### src/rtl/matrix_pkg.sv
// Shared definitions for the parametrised matrix-multiply engine:
// address map, register bit positions and FSM encoding.
package matrix_pkg;

    localparam int unsigned A_BASE       = 32'h00;
    localparam int unsigned B_BASE       = 32'h10;
    localparam int unsigned C_BASE       = 32'h20;
    localparam int unsigned REG_CTRL     = 32'h30;
    localparam int unsigned REG_STATUS   = 32'h31;
    localparam int unsigned REG_DMA_BASE = 32'h32;
    localparam int unsigned REG_INT_CLR  = 32'h33;

    localparam int CTRL_START  = 0;
    localparam int CTRL_INT_EN = 1;
    localparam int CTRL_DMA_EN = 2;

    localparam int STAT_BUSY = 0;
    localparam int STAT_DONE = 1;
    localparam int STAT_DMA  = 2;

    typedef enum logic [2:0] {
        ST_IDLE    = 3'd0,
        ST_MAC     = 3'd1,
        ST_DMA_REQ = 3'd2,
        ST_DMA_WR  = 3'd3,
        ST_FIN     = 3'd4
    } state_e;

    // Row-major position of (row, col) inside a 16-word region.
    function automatic logic [3:0] flat_idx(input logic [1:0] row, input logic [1:0] col,
                                            input int n);
        return 4'(int'(row) * n + int'(col));
    endfunction

endpackage

### src/rtl/matrix_mac_unit.sv
// Multiply-accumulate datapath: one truncated product per enabled cycle,
// accumulator cleared on start and after each dot product completes.
module matrix_mac_unit #(
    parameter int DATA_W = 32
) (
    input  logic              clk,
    input  logic              reset,
    input  logic              clr_i,
    input  logic              en_i,
    input  logic              last_i,
    input  logic [DATA_W-1:0] a_i,
    input  logic [DATA_W-1:0] b_i,
    output logic [DATA_W-1:0] acc_next_o,
    output logic              wr_en_o
);

    logic [DATA_W-1:0] acc_q;
    logic [DATA_W-1:0] prod;

    assign prod       = a_i * b_i;
    assign acc_next_o = acc_q + prod;
    assign wr_en_o    = en_i & last_i;

    always_ff @(posedge clk) begin
        if (reset || clr_i) begin
            acc_q <= '0;
        end else if (en_i) begin
            acc_q <= last_i ? '0 : acc_next_o;
        end
    end

endmodule

### src/rtl/matrix_mac_dma.sv
// N x N matrix-multiply engine: bus-slave register file, MAC sequencer and
// optional DMA master that streams C to memory on completion.
module matrix_mac_dma
    import matrix_pkg::*;
#(
    parameter int N      = 4,
    parameter int DATA_W = 32,
    parameter int ADDR_W = 8
) (
    input  logic              clk,
    input  logic              reset,
    input  logic              S_sel,
    input  logic              S_wr,
    input  logic [ADDR_W-1:0] S_address,
    input  logic [DATA_W-1:0] S_din,
    output logic [DATA_W-1:0] S_dout,
    output logic              M1_req,
    input  logic              M1_grant,
    output logic              M1_wr,
    output logic [ADDR_W-1:0] M1_address,
    output logic [DATA_W-1:0] M1_dout,
    output logic              multi_done,
    output logic              m_interrupt
);

    localparam logic [1:0]        LAST     = 2'(N - 1);
    localparam logic [3:0]        NN_LAST  = 4'(N * N - 1);
    localparam logic [ADDR_W-1:0] NN       = ADDR_W'(N * N);
    localparam logic [ADDR_W-1:0] A_LO     = ADDR_W'(A_BASE);
    localparam logic [ADDR_W-1:0] B_LO     = ADDR_W'(B_BASE);
    localparam logic [ADDR_W-1:0] C_LO     = ADDR_W'(C_BASE);
    localparam logic [ADDR_W-1:0] ADR_CTRL = ADDR_W'(REG_CTRL);
    localparam logic [ADDR_W-1:0] ADR_STAT = ADDR_W'(REG_STATUS);
    localparam logic [ADDR_W-1:0] ADR_BASE = ADDR_W'(REG_DMA_BASE);
    localparam logic [ADDR_W-1:0] ADR_ICLR = ADDR_W'(REG_INT_CLR);

    state_e            state_q;
    logic [DATA_W-1:0] a_q [16];
    logic [DATA_W-1:0] b_q [16];
    logic [DATA_W-1:0] c_q [16];
    logic [1:0]        i_q, j_q, k_q;
    logic [3:0]        idx_q;
    logic              done_q, int_en_q, dma_en_q, irq_q, done_pulse_q, req_q;
    logic [ADDR_W-1:0] dma_base_q, maddr_q;
    logic [DATA_W-1:0] mdout_q, dout_q, rdata_d;

    logic              wr_en, rd_en, idle, busy, dma_active;
    logic              in_a, in_b, in_c;
    logic [ADDR_W-1:0] off_a, off_b, off_c;
    logic              ctrl_we, base_we, iclr_we, start_go;
    logic [DATA_W-1:0] acc_next;
    logic              c_we;

    assign wr_en      = S_sel & S_wr;
    assign rd_en      = S_sel & ~S_wr;
    assign idle       = (state_q == ST_IDLE);
    assign busy       = ~idle;
    assign dma_active = (state_q == ST_DMA_REQ) || (state_q == ST_DMA_WR);

    // Offsets wrap below each base, so a single unsigned compare bounds the region.
    assign off_a = S_address - A_LO;
    assign off_b = S_address - B_LO;
    assign off_c = S_address - C_LO;
    assign in_a  = off_a < NN;
    assign in_b  = off_b < NN;
    assign in_c  = off_c < NN;

    assign ctrl_we  = wr_en && (S_address == ADR_CTRL);
    assign base_we  = wr_en && (S_address == ADR_BASE);
    assign iclr_we  = wr_en && (S_address == ADR_ICLR);
    assign start_go = ctrl_we && S_din[CTRL_START] && idle;

    matrix_mac_unit #(.DATA_W(DATA_W)) u_mac (
        .clk        (clk),
        .reset      (reset),
        .clr_i      (start_go),
        .en_i       (state_q == ST_MAC),
        .last_i     (k_q == LAST),
        .a_i        (a_q[flat_idx(i_q, k_q, N)]),
        .b_i        (b_q[flat_idx(k_q, j_q, N)]),
        .acc_next_o (acc_next),
        .wr_en_o    (c_we)
    );

    always_comb begin
        rdata_d = '0;
        if (in_a) begin
            rdata_d = a_q[off_a[3:0]];
        end else if (in_b) begin
            rdata_d = b_q[off_b[3:0]];
        end else if (in_c) begin
            rdata_d = c_q[off_c[3:0]];
        end else begin
            case (S_address)
                ADR_CTRL: rdata_d = DATA_W'({dma_en_q, int_en_q, 1'b0});
                ADR_STAT: rdata_d = DATA_W'({dma_active, done_q, busy});
                ADR_BASE: rdata_d = DATA_W'(dma_base_q);
                default:  rdata_d = '0;
            endcase
        end
    end

    // Operand registers and the slave read port; operands are frozen while busy.
    always_ff @(posedge clk) begin
        if (reset) begin
            for (int n = 0; n < 16; n++) begin
                a_q[n] <= '0;
                b_q[n] <= '0;
            end
            dout_q <= '0;
        end else begin
            if (wr_en && idle && in_a) a_q[off_a[3:0]] <= S_din;
            if (wr_en && idle && in_b) b_q[off_b[3:0]] <= S_din;
            if (rd_en) dout_q <= rdata_d;
        end
    end

    always_ff @(posedge clk) begin
        if (reset) begin
            state_q      <= ST_IDLE;
            i_q          <= '0;
            j_q          <= '0;
            k_q          <= '0;
            idx_q        <= '0;
            done_q       <= 1'b0;
            int_en_q     <= 1'b0;
            dma_en_q     <= 1'b0;
            dma_base_q   <= '0;
            irq_q        <= 1'b0;
            done_pulse_q <= 1'b0;
            req_q        <= 1'b0;
            maddr_q      <= '0;
            mdout_q      <= '0;
            for (int n = 0; n < 16; n++) c_q[n] <= '0;
        end else begin
            done_pulse_q <= 1'b0;
            irq_q        <= done_q & int_en_q;
            if (ctrl_we) begin
                int_en_q <= S_din[CTRL_INT_EN];
                dma_en_q <= S_din[CTRL_DMA_EN];
            end
            if (base_we) dma_base_q <= S_din[ADDR_W-1:0];
            if (iclr_we && S_din[0]) done_q <= 1'b0;
            if (c_we) c_q[flat_idx(i_q, j_q, N)] <= acc_next;

            // FIN is evaluated after INT_CLR so a coincident clear loses to the new done.
            case (state_q)
                ST_IDLE: begin
                    if (start_go) begin
                        done_q  <= 1'b0;
                        i_q     <= '0;
                        j_q     <= '0;
                        k_q     <= '0;
                        state_q <= ST_MAC;
                    end
                end
                ST_MAC: begin
                    if (k_q == LAST) begin
                        k_q <= '0;
                        if (j_q == LAST) begin
                            j_q <= '0;
                            if (i_q == LAST) begin
                                i_q <= '0;
                                if (dma_en_q) begin
                                    state_q <= ST_DMA_REQ;
                                    req_q   <= 1'b1;
                                end else begin
                                    state_q <= ST_FIN;
                                end
                            end else begin
                                i_q <= i_q + 2'd1;
                            end
                        end else begin
                            j_q <= j_q + 2'd1;
                        end
                    end else begin
                        k_q <= k_q + 2'd1;
                    end
                end
                ST_DMA_REQ: begin
                    if (M1_grant) begin
                        state_q <= ST_DMA_WR;
                        idx_q   <= '0;
                        maddr_q <= dma_base_q;
                        mdout_q <= c_q[0];
                    end
                end
                ST_DMA_WR: begin
                    if (M1_grant) begin
                        if (idx_q == NN_LAST) begin
                            state_q <= ST_FIN;
                            req_q   <= 1'b0;
                            maddr_q <= '0;
                            mdout_q <= '0;
                        end else begin
                            idx_q   <= idx_q + 4'd1;
                            maddr_q <= maddr_q + ADDR_W'(1);
                            mdout_q <= c_q[idx_q + 4'd1];
                        end
                    end
                end
                ST_FIN: begin
                    done_pulse_q <= 1'b1;
                    done_q       <= 1'b1;
                    state_q      <= ST_IDLE;
                end
                default: state_q <= ST_IDLE;
            endcase
        end
    end

    assign S_dout      = dout_q;
    assign M1_req      = req_q;
    assign M1_wr       = (state_q == ST_DMA_WR) & M1_grant;
    assign M1_address  = maddr_q;
    assign M1_dout     = mdout_q;
    assign multi_done  = done_pulse_q;
    assign m_interrupt = irq_q;

endmodule
### config.mk
export PLATFORM = sky130hd
export DESIGN_NAME = matrix_mac_dma
export DESIGN_NICKNAME = d
export VERILOG_FILES = /design/src/rtl/matrix_pkg.sv /design/src/rtl/matrix_mac_unit.sv /design/src/rtl/matrix_mac_dma.sv
export SDC_FILE = /design/constraint.sdc
export NUM_CORES = 2
export LEC_CHECK = 0
export BUFFER_PORTS_ARGS = -buffer_cell sky130_fd_sc_hd__buf_2
export CAP_MARGIN = 20
export CELL_PAD_IN_SITES_DETAIL_PLACEMENT = 1
export CELL_PAD_IN_SITES_GLOBAL_PLACEMENT = 1
export CORE_MARGIN = 3
export CORE_UTILIZATION = 60
export CTS_BUF_LIST = sky130_fd_sc_hd__clkbuf_4
export CTS_CLUSTER_DIAMETER = 40
export DETAILED_ROUTE_END_ITERATION = 10
export PLACE_DENSITY = 0.89
export SYNTH_ARGS = -nofsm -noshare
export SYNTH_HDL_FRONTEND = slang
export SYNTH_SLANG_ARGS = --single-unit
### constraint.sdc
create_clock -name clk -period 16.8 [get_ports clk]
set_input_delay 1.68 -clock clk [delete_from_list [all_inputs] [get_ports clk]]
set_output_delay 1.68 -clock clk [all_outputs]
set_load 0.005 [all_outputs]
==> run_results.csv <==
group,metric,value,unit
cts,path_clk_slew,0.08,ns
worst_setup_path,critPathArrivalTime,13.40,ns
global_route,grt_max_degree,121,
placement,dp_hpwl,252000,um
yosys,async_flop_share,0,
sta,rsz0062_at_grt,"no",
routing,drt-total-wl,454000,um
floorplanning,dieArea,175000,um2
floorplanning,coreArea,168000,um2
floorplanning,die_w,418,um
sta,skew,0.175,ns
sta,worstMarginPinSlew,1.37,ns
yosys,synth_edf_count,1536,
sta,report.final.slew_viol_count,0,
floorplanning,die_y,418,um
cts,numCtsBuffers,439,
cts,post_cts_buffers,0,
global_route,antenna_found_initial,81,
floorplanning,rows,150,
yosys,syn_avg_cell_area,13.4,um2
sta,clock.fmax,81.8,MHz
routing,detail-route-antenna-nets,0,
yosys,synth_cell_types,67,
cts,cts_root_buffer,"clkbuf_4",
yosys,syn-cell-area,102000,um2
cts,h-tree-depth,5,
yosys,ys_ff_latch,1667,
routing,wl_per_cell,43.8,um
routing,drc,28,
cts,ctsLongestPathBuffers,4,
sta,hold_viol,0,
worst_setup_path,critPathBufInv,9,
placement,gp_routability_congestion,0.956,
floorplanning,start_util,0.607,
yosys,synth_cells,7602,
sta,finalSetupViolCount,0,
worst_setup_path,max_stage_delay,0.89,ns
worst_setup_path,cp-end-kind,"flop",
finish,area_growth,8.51,%
yosys,synthFlopType,"edfxtp_1",
global_route,grt_pass1_wl,642000,um
sta,max_slew_margin,0.0875,
routing,drt-initial-drc-count,15900,
finish,final_nets,8382,
cts,worstSkewPairLatency,1.58,ns
worst_setup_path,cp_max_fo,56,
finish,drive_gt1_frac,0.254,
sta,setup_tns,0,ns
global_route,grt_remaining_overflow,0,
global_route,grt_pass1_vias,88200,
hold_path,worstHoldPathType,"reg2reg",
worst_setup_path,start_kind,"flop",
sta,period_share,0.728,
sta,finalCriticalPeriod,12.23,ns
yosys,seq_area_frac_synth,0.478,
yosys,syn_nets,8222,
cts,cts_resized,0,
cts,cts_sinks,1667,
worst_setup_path,slowest_stage,"buf_4",
worst_setup_path,crit_required,17.97,ns
status,violations,"design-rule violations",
placement,port_buffers,120,
global_route,grt_usage,0.525,
run,cap_viol_max_count,0,
routing,dr.pass1.iters,11,
cts,cts_tree,"done",
cts,hold_buffers,0,
status,outcome,"finished, violations left",
floorplanning,pin_count,121,
worst_setup_path,cp_common_cell,"fa_1",
worst_setup_path,cpLargestDelayFamily,"adder cells",
worst_setup_path,critPathKind,"reg2reg",
routing,dr_total_vias,81800,
yosys,synth_warnings,0,
routing,vias_per_cell,7.89,
==> kinds of logic after synthesis <==
logic type,share of synthesized area
and+or+nand+nor,0.136
DFF,0.478
buffers and inverters,0.0469
muxes,0.200
adders and majority gates,0.103
AOI/OAI and AO/OA,0.0286
xor gates and xnor gates,0.00820
==> cells in the final DEF (no fill, tap or decap), types with 20 or more instances in the layout <==
cell type and n:
and2_1 1133, nor2_1 814, a21oi_1 124, edfxtp_1 1536
buf_4 233, nand2_1 446, a22oi_1 26, fa_1 438
nand3_1 66, clkbuf_4 617, o21ai_0 25, a22o_1 20
mux4_2 881, or2_2 57, nor2b_1 48, a32oi_1 32
a211oi_1 46, clkinv_2 24, dfxtp_1 126, mux2i_1 28
diode_2 80, inv_1 550, a311oi_1 24, nor3_2 24
ha_1 136, clkinv_1 112, nand2b_1 26, buf_2 115
nand3b_1 34, xnor2_1 60
==> cells in the mapped netlist, types with 7 or more instances <==
cell type | count | area share
clkbuf_1 | 515 | 0.019
nand3_1 | 66 | 0.0032
or2_2 | 57 | 0.0035
buf_2 | 35 | 0.0017
a211oi_1 | 48 | 0.0035
nand4_1 | 7 | 0.00043
ha_1 | 137 | 0.017
nand2b_1 | 42 | 0.0026
edfxtp_1 | 1536 | 0.45
a22o_1 | 20 | 0.0017
nor2_1 | 823 | 0.030
a32oi_1 | 32 | 0.0027
buf_6 | 16 | 0.0018
a221o_1 | 13 | 0.0013
nand2_1 | 448 | 0.016
a221oi_1 | 25 | 0.0021
a22oi_1 | 29 | 0.0021
o21bai_1 | 13 | 0.00096
buf_4 | 12 | 0.00088
nor2b_1 | 51 | 0.0031
a311oi_1 | 24 | 0.0021
mux4_2 | 881 | 0.19
and2_1 | 1133 | 0.069
fa_1 | 438 | 0.086
dfxtp_1 | 131 | 0.026
a2bb2oi_1 | 8 | 0.00069
and3_1 | 19 | 0.0012
o21ai_0 | 27 | 0.0013
a21oi_1 | 124 | 0.0061
inv_1 | 550 | 0.020
mux4_1 | 8 | 0.0021
mux2i_1 | 28 | 0.0027
nor3_1 | 40 | 0.0020
xor2_1 | 14 | 0.0012
buf_1 | 61 | 0.0022
nand3b_1 | 34 | 0.0025
xnor2_1 | 65 | 0.0056
a21o_1 | 11 | 0.00081
==> tightest hold or removal path, delay by kind of cell, from the launching register on <==
family           cells  cell delay, ns
AND/OR/NAND/NOR      1            0.10
flip-flops           1            0.31
AO/OA/AOI/OAI        1            0.05
==> final timing paths <==
kind / startpoint / end / slack (ns) / cells past startpoint
worst min-delay path: M1_dout[14] / M1_dout[14] / 0.51 / 2
worst max-delay path: j_q[1] / c_q[13][31] / 4.57 / 31
worst max register to register: j_q[1] / c_q[13][31] / 4.57 / 31
worst min register to register: M1_dout[14] / M1_dout[14] / 0.51 / 2
==> cell type report <==
type                            count  area [um2]
Antenna cell                       80         200
Clock buffer                      617        4630
Clock inverter                    142         747
Fill cell                       15700       57400
Inverter                          554        2080
Multi-Input combinational cell   4737       49000
Sequential cell                  1667       48800
Tap cell                         2204        2760
Timing Repair Buffer              363        2570
==> through the flow <==
step                hold WS, ns  utilization  area [um2]  instances  worst slack [ns]
detailed placement        0.473        0.624      105000       9513              5.34
floorplan                 0.432            -      102000       7602              7.13
global route              0.526        0.658      111000      10300              4.52
finish                    0.506        0.659      111000      10400              4.57
global placement          0.466        0.624      105000       9511              5.56
CTS                       0.493        0.656      110000      10300              5.14
==> flip-flops by register name (all words and copies together) (netlist names), 8 cells and up <==
register,cells
M1_dout,32
c_q,512
dma_base_q,8
u_mac.acc_q,32
M1_address,8
S_dout,32
a_q,512
b_q,512
==> per-layer routing <==
metal  share of wire  wire length, um  global-route usage  vias to the layer above
met2            0.43           197000               0.757                    10300
met4            0.13            57600               0.527                       58
li1                -                -                   -                    27900
met1            0.27           122000               0.539                    39300
met5          0.0017              780              0.0125                        -
met3            0.17            76900               0.266                     4217
Power is not shown: default switching activity piles up to over one toggle a cycle in this logic, so the estimate is an artifact.
